## config.mk

```make
export PLATFORM = sky130hd
export DESIGN_NAME = sram_port_arbiter
export DESIGN_NICKNAME = d
export VERILOG_FILES = /design/src/rtl/sram_port_arbiter.sv
export SDC_FILE = /design/constraint.sdc
export NUM_CORES = 1
export LEC_CHECK = 0
export CAP_MARGIN = 0
export CORE_MARGIN = 2
export CORE_UTILIZATION = 38
export DETAILED_ROUTE_END_ITERATION = 10
export PLACE_DENSITY_LB_ADDON = 0.25
export SYNTH_ARGS = -nofsm -noshare
export SYNTH_HDL_FRONTEND = slang
export SYNTH_SLANG_ARGS = --single-unit
```

## constraint.sdc

```tcl
create_clock -name clk -period 4.4 [get_ports clk]
set_input_delay 0.88 -clock clk [delete_from_list [all_inputs] [get_ports clk]]
set_output_delay 0.88 -clock clk [all_outputs]
set_load 0.05 [all_outputs]
```

## src/rtl/sram_port_arbiter.sv

```systemverilog
// Arbitrates one single-port synchronous SRAM between instruction fetch and load/store requesters.
// Data wins by default; a run-length counter forces a pending fetch through after DATA_MAX_RUN data grants.
//
//   state | meaning
//   IDLE  | no access in flight, arbitrate every cycle
//   ISSUE | sram_* drive the granted access, owner sees addr_ok
//   RESP  | sram_rdata valid, owner sees data_ok, arbitrate next access
module sram_port_arbiter #(
    parameter int ADDR_W       = 32,
    parameter int DATA_MAX_RUN = 4
) (
    input  logic              clk,
    input  logic              resetn,
    input  logic              inst_req,
    input  logic [ADDR_W-1:0] inst_addr,
    output logic              inst_addr_ok,
    output logic              inst_data_ok,
    output logic [31:0]       inst_rdata,
    input  logic              data_req,
    input  logic              data_wr,
    input  logic [ADDR_W-1:0] data_addr,
    input  logic [31:0]       data_wdata,
    output logic              data_addr_ok,
    output logic              data_data_ok,
    output logic [31:0]       data_rdata,
    output logic              sram_en,
    output logic              sram_we,
    output logic [ADDR_W-1:0] sram_addr,
    output logic [31:0]       sram_wdata,
    input  logic [31:0]       sram_rdata
);

    localparam int              CNT_W   = $clog2(DATA_MAX_RUN + 1);
    localparam logic [CNT_W-1:0] RUN_MAX = CNT_W'(DATA_MAX_RUN);

    localparam logic [1:0] S_IDLE  = 2'd0;
    localparam logic [1:0] S_ISSUE = 2'd1;
    localparam logic [1:0] S_RESP  = 2'd2;

    logic [1:0]        r_state;
    logic              r_owner_data;
    logic [CNT_W-1:0]  r_run_cnt;
    logic              r_sram_en;
    logic              r_sram_we;
    logic [ADDR_W-1:0] r_sram_addr;
    logic [31:0]       r_sram_wdata;

    logic w_arb;
    logic w_guard;
    logic w_grant_data;
    logic w_grant_inst;

    assign w_arb        = (r_state == S_IDLE) || (r_state == S_RESP);
    // fetch has waited out a full data run: it takes this slot
    assign w_guard      = inst_req && (r_run_cnt == RUN_MAX);
    assign w_grant_data = w_arb && data_req && !w_guard;
    assign w_grant_inst = w_arb && inst_req && !w_grant_data;

    always_ff @(posedge clk or negedge resetn) begin
        if (!resetn) begin
            r_state      <= S_IDLE;
            r_owner_data <= 1'b0;
            r_sram_en    <= 1'b0;
            r_sram_we    <= 1'b0;
            r_sram_addr  <= '0;
            r_sram_wdata <= '0;
        end else begin
            case (r_state)
                S_IDLE, S_RESP: begin
                    if (w_grant_data || w_grant_inst) begin
                        r_state      <= S_ISSUE;
                        r_owner_data <= w_grant_data;
                        r_sram_en    <= 1'b1;
                        r_sram_we    <= w_grant_data && data_wr;
                        r_sram_addr  <= w_grant_data ? data_addr : inst_addr;
                        r_sram_wdata <= w_grant_data ? data_wdata : 32'h0;
                    end else begin
                        r_state <= S_IDLE;
                    end
                end
                S_ISSUE: begin
                    r_state   <= S_RESP;
                    r_sram_en <= 1'b0;
                    r_sram_we <= 1'b0;
                end
                default: begin
                    r_state   <= S_IDLE;
                    r_sram_en <= 1'b0;
                    r_sram_we <= 1'b0;
                end
            endcase
        end
    end

    always_ff @(posedge clk or negedge resetn) begin
        if (!resetn) begin
            r_run_cnt <= '0;
        end else if (w_grant_data) begin
            r_run_cnt <= inst_req ? (r_run_cnt + CNT_W'(1)) : '0;
        end else if (w_grant_inst) begin
            r_run_cnt <= '0;
        end
    end

    assign inst_addr_ok = (r_state == S_ISSUE) && !r_owner_data;
    assign data_addr_ok = (r_state == S_ISSUE) &&  r_owner_data;
    assign inst_data_ok = (r_state == S_RESP)  && !r_owner_data;
    assign data_data_ok = (r_state == S_RESP)  &&  r_owner_data;
    assign inst_rdata   = sram_rdata;
    assign data_rdata   = sram_rdata;

    assign sram_en    = r_sram_en;
    assign sram_we    = r_sram_we;
    assign sram_addr  = r_sram_addr;
    assign sram_wdata = r_sram_wdata;

endmodule

```

=== After elaboration in Yosys (flattened, before gate mapping) ===
Cells that the tools add are included.

* Register bits: 72
* Word-level logic and storage cells: 42

* Eq/ne operators: 4
* Multiplexer cells: 11
* Add/subtract/negate cells: 1
* Reduce and logical (&&, ||, !) cells: 19

{| class="wikitable"
|+ Operator list
! kind !! number
|-
| two-way mux 32 bit || 2
|-
| logical AND 1 bit || 10
|-
| two-way mux 3 bit || 3
|-
| two-way mux 1 bit || 5
|-
| one-hot mux 2 bit (2 select lines) || 1
|-
| adder 3 x 1 -> 3 bit, second input constant || 1
|-
| equality test 3 bit, second input constant || 1
|-
| logical NOT 1 bit || 3
|-
| equality test 2 x 1 -> 1 bit, second input constant || 1
|-
| equality test 2 bit, second input constant || 1
|-
| logical NOT 2 bit || 1
|-
| logical OR 1 bit || 2
|-
| != test 2 bit, second input constant || 1
|-
| AND reduction 2 bit || 1
|-
| nonzero test 2 bit || 1
|-
| OR reduction 2 bit || 1
|}

=== Depth between registers and ports, before layout ===
Gate-level depths: netlist of the first run.

* Word-level depth: 9
* Depth in mapped cells: 7

=== Least setup slack after synthesis of the first run ===
Ideal clock, no wire load.

* Kind: reg-to-output
* From: reg r_state[0]
* To: out inst_data_ok
* Required time: 3520 ps
* Cell stages (with the launch flop): 2
* Path slack: 1925 ps
* Arrival: 1595 ps
* Buffers on the path: 0
* Cells stage by stage: dfrtp_1 nor3b_1

* Word-level cells in the longest chain between the ends: 2

{| class="wikitable"
|+ RTL lines
! item !! line !! source
|-
| start: declaration || 40 || <nowiki>logic [1:0] r_state;</nowiki>
|-
| start signal: assignment || 61 || <nowiki>r_state <= S_IDLE;</nowiki>
|-
| start signal: assignment || 71 || <nowiki>r_state <= S_ISSUE;</nowiki>
|-
| start signal: assignment || 78 || <nowiki>r_state <= S_IDLE;</nowiki>
|-
| equality test 2 bit || 107 || <nowiki>assign inst_data_ok = (r_state == S_RESP) && !r_owner_data;</nowiki>
|-
| logical AND 1 bit || 107 ||
|-
| end: declaration || 17 || <nowiki>output logic inst_data_ok,</nowiki>
|}

No other way between the ends.

=== Worst setup path after layout of the first run ===
* From: reg r_state[0]
* To: out inst_addr_ok

* Word-level cells in the longest chain between the ends: 2

{| class="wikitable"
|+ RTL lines
! item !! line !! source
|-
| equality test 2 x 1 -> 1 bit || 105 || <nowiki>assign inst_addr_ok = (r_state == S_ISSUE) && !r_owner_data;</nowiki>
|-
| logical AND 1 bit || 105 ||
|-
| end: declaration || 16 || <nowiki>output logic inst_addr_ok,</nowiki>
|}

No other way between the ends.

==> metrics, run 1 <==
num rows=36; Slew Viols, Final=0; hold buffers post-CTS=0; largest net degree at the start of global routing=73; worst skew pair latency=about 0.33 ns; WL met2=between 4 and 5 mm; crit end category=output port; Power Dens Cells=434 nW/um^2; Post-layout nets=583; first-pass GRT wire length=14.3 mm; cts bufs inserted=9; Critical Path RT=3.52 ns; Starting Density=39.2%; min Tclk post-route=approximately 2.9 ns; total gr overflow=0; DP Cell Count=570; Crit Path Max Fanout=9; vias per cell=4.57; layout cells sized above 1=19.0%; clk root buf=clkbuf_8; CTS tree=yes; M1 WL=3.43 mm; uppermost layer routed=met4; most frequent cells in the layout=clkdlybuf4s50_1 (169), dfrtp_1 (72), mux2_2 (61); most common cell after layout, fill and taps aside=clkdlybuf4s50_1; Worst-Margin Slew=about 1.1 ns; Post-CTS Setup Inserts=0; H-Tree Level Count=3; final setup vio count=0; CTS sink count=72; initial antenna violation count=0; initial detailed-routing violation count=37; post-synthesis cell type count=24; worst setup path class=reg -> out; clock skew=0.00769 ns; final wirelength=approximately 9 mm; clk buf depth=2; Hold Path Class=reg -> reg; total global routing track utilization=16.7%; detailed placement HPWL=6.64 mm; number of global-route vias before repair=between 2,000 and 3,000; num ports=267; cell count after synthesis=340; sequential cell area fraction in the yosys report=46.8%; Peak VDD IR=175 uV; # diodes=0; RSZ-0062 raised after global routing=false; chip height=between 100 and 150 microns; fillers=905; f_max=0.348 GHz; setup TNS=0 ns; ANT nets after route=0; die width=105 microns; Avg Cell Area, Syn=11.3 sq um; max cap viols=0; DIE AREA=10,900 sq um; synth warn=0; Area growth, synth to finish=39.9%; Final period util=between 60 and 70%; Post-Syn Nets=475; largest area contributor in the netlist=dfrtp_1; status=finished clean; Post-CTS Resized=0; Hold Violations, Final=0; Critical Path AT=roughly 2.0 ns; Clock transition at path regs=0.07 ns; Rel. slew slack=23.6%; DRC=0; fin cells=585; Placer Congestion=0.716; Pwr Total=2.34 mW; met3 wire length=970 microns; DR vias=2,674; Yosys top cell area share=46.8%; register bit total from synthesis=72; Post-Syn Area=~3800 sq um; TritonRoute pass-1 iters=4; top post-synthesis cells by area=dfrtp_1 (47%), mux2_2 (18%), buf_4 (13%); total core area=9820 sq um; P_leak=roughly 2.5 nW; Port Buffer Count=170; Setup crit start kind=flop; DR WL/cell=around 15 microns
[sequential cells by signal (all words and copies together) (netlist names)]
register and cells:
sram_addr 32, sram_en 1, r_owner_data 1, sram_we 1, r_run_cnt 3, sram_wdata 32, r_state 2
[per-stage QoR]
stage               cell area (sq um)  util [%]  hold WS [ns]  setup WS [ns]
finish                           5390      54.8         0.473           1.53
global route                     5390      54.8         0.511           1.36
CTS                              5390      54.8         0.474           1.47
detailed placement               5200      52.9         0.461           1.25
global placement                 5200      52.9         0.444           1.32
floorplan                        3850         -         0.424           1.92
[worst max-delay path, cell delays in order (launching register included)]
cell and delay, ns:
dfrtp_1 0.49, nor2b_1 0.23, nor2b_1 0.14, clkdlybuf4s50_1 0.81
[cell families after synthesis]
logic type	count (synthesis)	synth area share, %
adder cells (fa/ha/maj)	2	0.650
multiplexers	97	27.6
AO/OA/AOI/OAI	6	1.11
flip-flops	72	46.8
AND/OR/NAND/NOR	48	5.46
buffers and inverters	115	18.4
[final timing paths]
path                            start        endpoint  slack [ns]  depth (start not counted)
max reg2reg                r_state[0]    sram_addr[1]        2.16                          3
min reg2reg                r_state[1]      r_state[1]        0.47                          1
min                        r_state[1]      r_state[1]        0.47                          1
max in group asynchronous      resetn   sram_addr[20]        3.12                          1
min in group asynchronous      resetn  sram_wdata[17]        0.68                          1
max                        r_state[0]    inst_addr_ok        1.53                          3
[power by group]
part	switching (mW)	leakage [nW]	internal [mW]
logic	0.586	1.54	0.415
registers	0.0625	0.880	0.776
clock network	0.228	0.0989	0.272
[Yosys cell counts]
library cell and instances:
mux2_2 61, nor2b_1 2, or4b_2 1, ha_1 2, mux2_4 3, nor3b_1 1
nor2_1 2, dfrtp_1 72, buf_2 10, and3b_1 1, nand2b_1 1, a32o_1 1
nand2_1 37, a22o_1 1, buf_4 66, buf_6 2, nand3b_1 1, and2_1 1
mux2i_1 33, inv_1 37, o22ai_1 1, o21ai_0 2, nand3_1 1, o21bai_1 1
[layout make-up]
type                       instances  area, sq um  area share (%)
multi-input combinational        153         1340            24.9
clock buffer                      11          141            2.63
inverter                          37          139            2.58
clock inverter                     4         45.0           0.836
tap                              133          166            3.09
timing repair buffer             175         1750            32.5
sequential                        72         1800            33.5
[metal layers]
metal / vias to the layer above / GRT usage, %
met1: 1260 / 18.3
met3: 11 / 7.99
met4: 0 / 4.29
li1: 1242 / -
met5: - / 0
met2: 161 / 28.9
(Power assumes the default switching activity.)
==> run 2: changes to the inputs <==
--- a/config.mk
+++ b/config.mk
@@ -7,7 +7,7 @@
 export LEC_CHECK = 0
 export CAP_MARGIN = 0
 export CORE_MARGIN = 2
-export CORE_UTILIZATION = 38
+export CORE_UTILIZATION = 36
 export DETAILED_ROUTE_END_ITERATION = 10
 export PLACE_DENSITY_LB_ADDON = 0.25
 export SYNTH_ARGS = -nofsm -noshare
==> constraint.sdc (replaced) <==
create_clock -name clk -period 2.9 [get_ports clk]
set_input_delay 0.58 -clock clk [delete_from_list [all_inputs] [get_ports clk]]
set_output_delay 0.58 -clock clk [all_outputs]
set_load 0.05 [all_outputs]
==> run 2 against run 1 <==
- die area grew 5.3%
- flip-flop and latch count stayed put
- critical path type unchanged
- largest power group unchanged
- sequential share of layout area down 0.21 points
- first-iteration DRC count up 8.1%
- combinational power up 52%
- routed wire length grew 0.37%
- highest routed layer unchanged
- cell count increased by 0.51%
==> metrics, run 2 (synthesized netlist as in run 1, its figures left out) <==
Max stage delay on crit path=0.81 ns (about the same); worst setup path class=reg -> out (unchanged); Area growth, synth to finish=40.8% (was 39.9%); clock skew=0.00973 ns (was 0.00769 ns); f_max=0.392 GHz; CP Cell Sequence=nor2b_1, nor2b_1, clkdlybuf4s50_1 (unchanged); final setup vio count=0 (unchanged); clk root buf=clkbuf_8 (unchanged); DRC=0 (unchanged); status=finished clean (unchanged); number of global-route vias before repair=2,777 (was 2,813); worst skew pair latency=0.34 ns (was 0.33 ns); initial antenna violation count=0 (unchanged); layout cells sized above 1=19.0% (unchanged); Power Dens Cells=675 nW/um^2 (was 434 nW/um^2); initial detailed-routing violation count=40 (was 37); Clock transition at path regs=0.08 ns (was 0.07 ns); total gr overflow=0 (unchanged); H-Tree Level Count=3 (unchanged); Placer Congestion=0.698 (was 0.716); Critical Path RT=2.32 ns (was 3.52 ns); CTS sink count=72 (unchanged); hold buffers post-CTS=0 (unchanged); Post-CTS Resized=0 (unchanged); largest net degree at the start of global routing=73 (unchanged); CTS tree=yes (unchanged); Most common cell on crit path=nor2b_1 (unchanged); DR WL/cell=15.4 microns (about the same); DIE AREA=11,500 sq um (was 10,900 sq um); first-pass GRT wire length=13.9 mm (was 14.3 mm); final wirelength=9.07 mm (was 9.03 mm); DR vias=2,620 (was 2,674); detailed placement HPWL=6.51 mm (was 6.64 mm); most common cell after layout, fill and taps aside=clkdlybuf4s50_1 (unchanged); Slew Viols, Final=0 (unchanged); total core area=10,400 sq um (was 9820 sq um); slowest CP cell=clkdlybuf4s50_1 (unchanged); Starting Density=37.1% (was 39.2%); setup TNS=0 ns (unchanged); num ports=267 (unchanged); total global routing track utilization=15.4% (was 16.7%); num rows=37 (was 36); Port Buffer Count=170 (unchanged); Rel. slew slack=38.7% (was 23.6%); most frequent cells in the layout=clkdlybuf4s50_1 (169), dfrtp_1 (72), mux2_2 (61) (unchanged); Final period util=87.9%; Crit Path Max Fanout=9 (unchanged); Critical Path AT=1.97 ns (was 1.99 ns); Setup crit start kind=flop (unchanged); Hold Violations, Final=0 (unchanged); P_leak=2.53 nW (was 2.52 nW); clk buf depth=2 (unchanged); Post-layout nets=582 (was 583); crit end category=output port (unchanged); hold slack=0.383 ns (was 0.473 ns); TritonRoute pass-1 iters=4 (unchanged); cts bufs inserted=9 (unchanged); # diodes=0 (unchanged); RSZ-0062 raised after global routing=false (unchanged); Post-CTS Setup Inserts=0 (unchanged); max cap viols=0 (unchanged); ANT nets after route=0 (unchanged); vias per cell=4.46 (was 4.57); die width=107 microns (was 105 microns); Worst-Margin Slew=0.919 ns (was 1.15 ns); min Tclk post-route=2.55 ns; Peak VDD IR=311 uV (was 175 uV); Hold Path Class=in -> async (was reg -> reg); chip height=107 microns (was 105 microns)
## run 2: area by class of cell
| cell class | instances | area [sq um] |
|---|---|---|
| flip-flops and latches | 72 | 1800 |
| multi-input cells | 153 | 1340 |
| well taps | 136 | 170 |
| inverters | 37 | 139 |
| fillers | 926 | 4950 |
| clock buffers | 10 | 128 |
| repair buffers | 174 | 1750 |
| clock inverters | 6 | 83.8 |
## run 2: final timing paths
path | start | endpoint | slack, ns | cells past startpoint
hold reg to reg | r_state[1] | r_state[1] | 0.46 | 1
min in group clk | r_state[1] | r_state[1] | 0.46 | 1
setup reg to reg | r_run_cnt[0] | sram_addr[0] | 1.11 | 6
setup / recovery | r_state[0] | inst_addr_ok | 0.35 | 3
max in group asynchronous | resetn | sram_addr[16] | 1.93 | 1
hold / removal | resetn | sram_wdata[12] | 0.38 | 1
## run 2: power by group
| group | switching [mW] | internal [mW] |
|---|---|---|
| logic | 0.887 | 0.630 |
| clock network | 0.385 | 0.482 |
| registers | 0.0952 | 1.18 |
## run 2: critical path, delay by kind of cell (launching register included)
family	cells	cell delay (ns)
simple gates	2	0.37
flops	1	0.46
buf+inv	1	0.81
## run 2: metal layers
metal	vias to the layer above	wire length (microns)	global-route usage (%)
met4	0	96	3.66
met3	10	1060	7.81
met1	1223	3290	16.7
li1	1246	-	-
met2	141	4620	26.7
met5	-	0	0
## run 2: stage by stage
step           power, mW  utilization (%)  cell area, sq um  setup slack, ns  std cells
6_report            3.66             52.3              5420            0.350        588
5_1_grt             3.84             52.3              5420            0.212        588
4_1_cts             3.71             52.3              5420            0.314        588
3_5_place_dp        2.82             50.2              5210            0.461        572
3_3_place_gp        2.80             50.2              5210            0.492        572
2_1_floorplan       2.48                -              3850            0.725        340
==> run 3: changes to the inputs <==
--- a/config.mk
+++ b/config.mk
@@ -9,6 +9,7 @@
 export CORE_MARGIN = 2
 export CORE_UTILIZATION = 36
 export DETAILED_ROUTE_END_ITERATION = 10
+export MAX_ROUTING_LAYER = met4
 export PLACE_DENSITY_LB_ADDON = 0.25
 export SYNTH_ARGS = -nofsm -noshare
 export SYNTH_HDL_FRONTEND = slang
==> run 3 against run 2 <==
- utilization is the same
- largest cell class unchanged
- setup slack lost 0.0077 ns
- clock power is essentially flat
- highest routed layer unchanged
- largest power group unchanged
- sequential share of layout area is the same
==> metrics, run 3 (synthesized netlist as in run 1, its figures left out) <==
Post-CTS Resized=0 (unchanged); clk root buf=clkbuf_8 (unchanged); total core area=10,400 sq um (unchanged); Critical Path AT=1.98 ns (was 1.97 ns); Final period util=88.2% (was 87.9%); DR WL/cell=15.4 microns (about the same); RSZ-0062 raised after global routing=false (unchanged); final setup vio count=0 (unchanged); hold slack=0.379 ns (was 0.383 ns); DP Cell Count=572 (unchanged); f_max=0.391 GHz (was 0.392 GHz); Placer Congestion=0.706 (was 0.698); Port Buffer Count=170 (unchanged); Reg2Reg Setup Slack=1.11 ns (about the same); uppermost layer routed=met4 (unchanged); chip height=107 microns (unchanged); Max stage delay on crit path=0.81 ns (about the same); most frequent cells in the layout=clkdlybuf4s50_1 (169), dfrtp_1 (72), mux2_2 (61) (unchanged); DRC=0 (unchanged); Most common cell on crit path=nor2b_1 (unchanged); num ports=267 (unchanged); most common cell after layout, fill and taps aside=clkdlybuf4s50_1 (unchanged); clk buf depth=2 (unchanged); DIE AREA=11,500 sq um (unchanged); Starting Density=37.1% (unchanged); total gr overflow=0 (unchanged); final wirelength=9.03 mm (was 9.07 mm); vias per cell=4.46 (about the same); # diodes=0 (unchanged); Comb pwr share=41.5% (about the same); number of global-route vias before repair=2,798 (was 2,777); total global routing track utilization=15.8% (was 15.4%); Setup crit start=r_state[0] (unchanged); WL met2=4.63 mm (was 4.62 mm); die width=107 microns (unchanged); Rel. slew slack=38.5% (was 38.7%); Final Util=52.3% (unchanged); slowest CP cell=clkdlybuf4s50_1 (unchanged); Worst-Margin Slew=0.923 ns (was 0.919 ns); TritonRoute pass-1 iters=3 (was 4); initial detailed-routing violation count=44 (was 40); DP Area=5210 sq um (unchanged); hold buffers post-CTS=0 (unchanged); clock skew=0.00678 ns (was 0.00973 ns); Critical Path RT=2.32 ns (about the same); Sw Ratio=37.4% (about the same); setup ws final=0.342 ns (was 0.350 ns); num rows=37 (unchanged); setup TNS=0 ns (unchanged); status=finished clean (unchanged); RR Startpoint=r_run_cnt[0] (unchanged); CP bufs+invs=1 (unchanged); CTS tree=yes (unchanged); Post-Place Setup Slack=0.461 ns (unchanged); Setup crit start kind=flop (unchanged); Area growth, synth to finish=40.8% (unchanged); largest net degree at the start of global routing=73 (unchanged); met3 wire length=919 microns (was 1.06 mm); max cap viols=0 (unchanged); Finished Cell Area=5420 sq um (unchanged); Top delay family on crit path=buffers and inverters (unchanged); worst setup path end=inst_addr_ok (unchanged); P_int=2.29 mW (about the same); cts bufs inserted=9 (unchanged); M1 WL=3.42 mm (was 3.29 mm); Slew Viols, Final=0 (unchanged); Crit Path Max Fanout=9 (unchanged); Peak VDD IR=310 uV (was 311 uV); min Tclk post-route=2.56 ns (was 2.55 ns); detailed placement HPWL=6.51 mm (unchanged); Storage cell area=1800 sq um (unchanged); CP Cell Sequence=nor2b_1, nor2b_1, clkdlybuf4s50_1 (unchanged); ANT nets after route=0 (unchanged); initial antenna violation count=0 (unchanged); multi-input logic area=1340 sq um (unchanged); Post-CTS Setup Inserts=0 (unchanged); Pwr Total=3.66 mW (about the same); Clock transition at path regs=0.08 ns (about the same); Hold Path Class=in -> async (unchanged); Post-layout nets=582 (unchanged); H-Tree Level Count=3 (unchanged); fin cells=588 (unchanged); P_sw=1.37 mW (about the same); r2r endpoint=sram_addr[0] (unchanged); CTS sink count=72 (unchanged); DR vias=2,625 (was 2,620); Power Dens Cells=675 nW/um^2 (about the same); worst skew pair latency=0.34 ns (about the same); crit end category=output port (unchanged); cell count along the critical path=3 (unchanged); first-pass GRT wire length=13.8 mm (was 13.9 mm); layout cells sized above 1=19.0% (unchanged); clock share of power=23.7% (about the same); fillers=926 (unchanged); register share of total power=34.8% (about the same); worst setup path class=reg -> out (unchanged); R2R cell count=6 (unchanged); P_leak=2.53 nW (unchanged); Hold Violations, Final=0 (unchanged)
==> run 3: area by class of cell <==
class | instances | area share (%)
Tap cell | 136 | 3.14
Inverter | 37 | 2.56
Clock buffer | 10 | 2.36
Timing Repair Buffer | 174 | 32.4
Clock inverter | 6 | 1.55
Sequential cell | 72 | 33.2
Multi-Input combinational cell | 153 | 24.8
==> run 3: metal layers <==
metal,global-route usage (%),vias to the layer above
li1,-,1243
met1,17.6,1226
met2,26.8,145
met3,5.87,11
met4,4.30,0
met5,-,-
==> run 3: worst min path at each step <==
| stage | from | endpoint | cells past startpoint |
|---|---|---|---|
| after floorplan | resetn | r_owner_data | 0 |
| after global placement | r_state[1] | r_state[1] | 1 |
| after detailed placement | r_state[1] | r_state[1] | 1 |
| after CTS | resetn | sram_wdata[11] | 1 |
| after global routing | resetn | sram_wdata[12] | 1 |
| final | resetn | sram_wdata[12] | 1 |
==> run 3: worst reg2reg max path, stage by stage (launching register included) <==
cell	delay (ns)
dfrtp_1	0.39
inv_1	0.10
ha_1	0.17
nand3_1	0.08
nand3b_1	0.17
buf_4	0.37
mux2_2	0.40
==> run 3: power by group through the flow <==
stage / Clock, mW / Combinational (mW) / Sequential, mW
6_report: 0.867 / 1.52 / 1.27
2_1_floorplan: 0 / 0.614 / 1.86
3_5_place_dp: 0 / 1.53 / 1.29
5_1_grt: 0.953 / 1.59 / 1.29
3_3_place_gp: 0 / 1.52 / 1.28
4_1_cts: 0.902 / 1.53 / 1.27
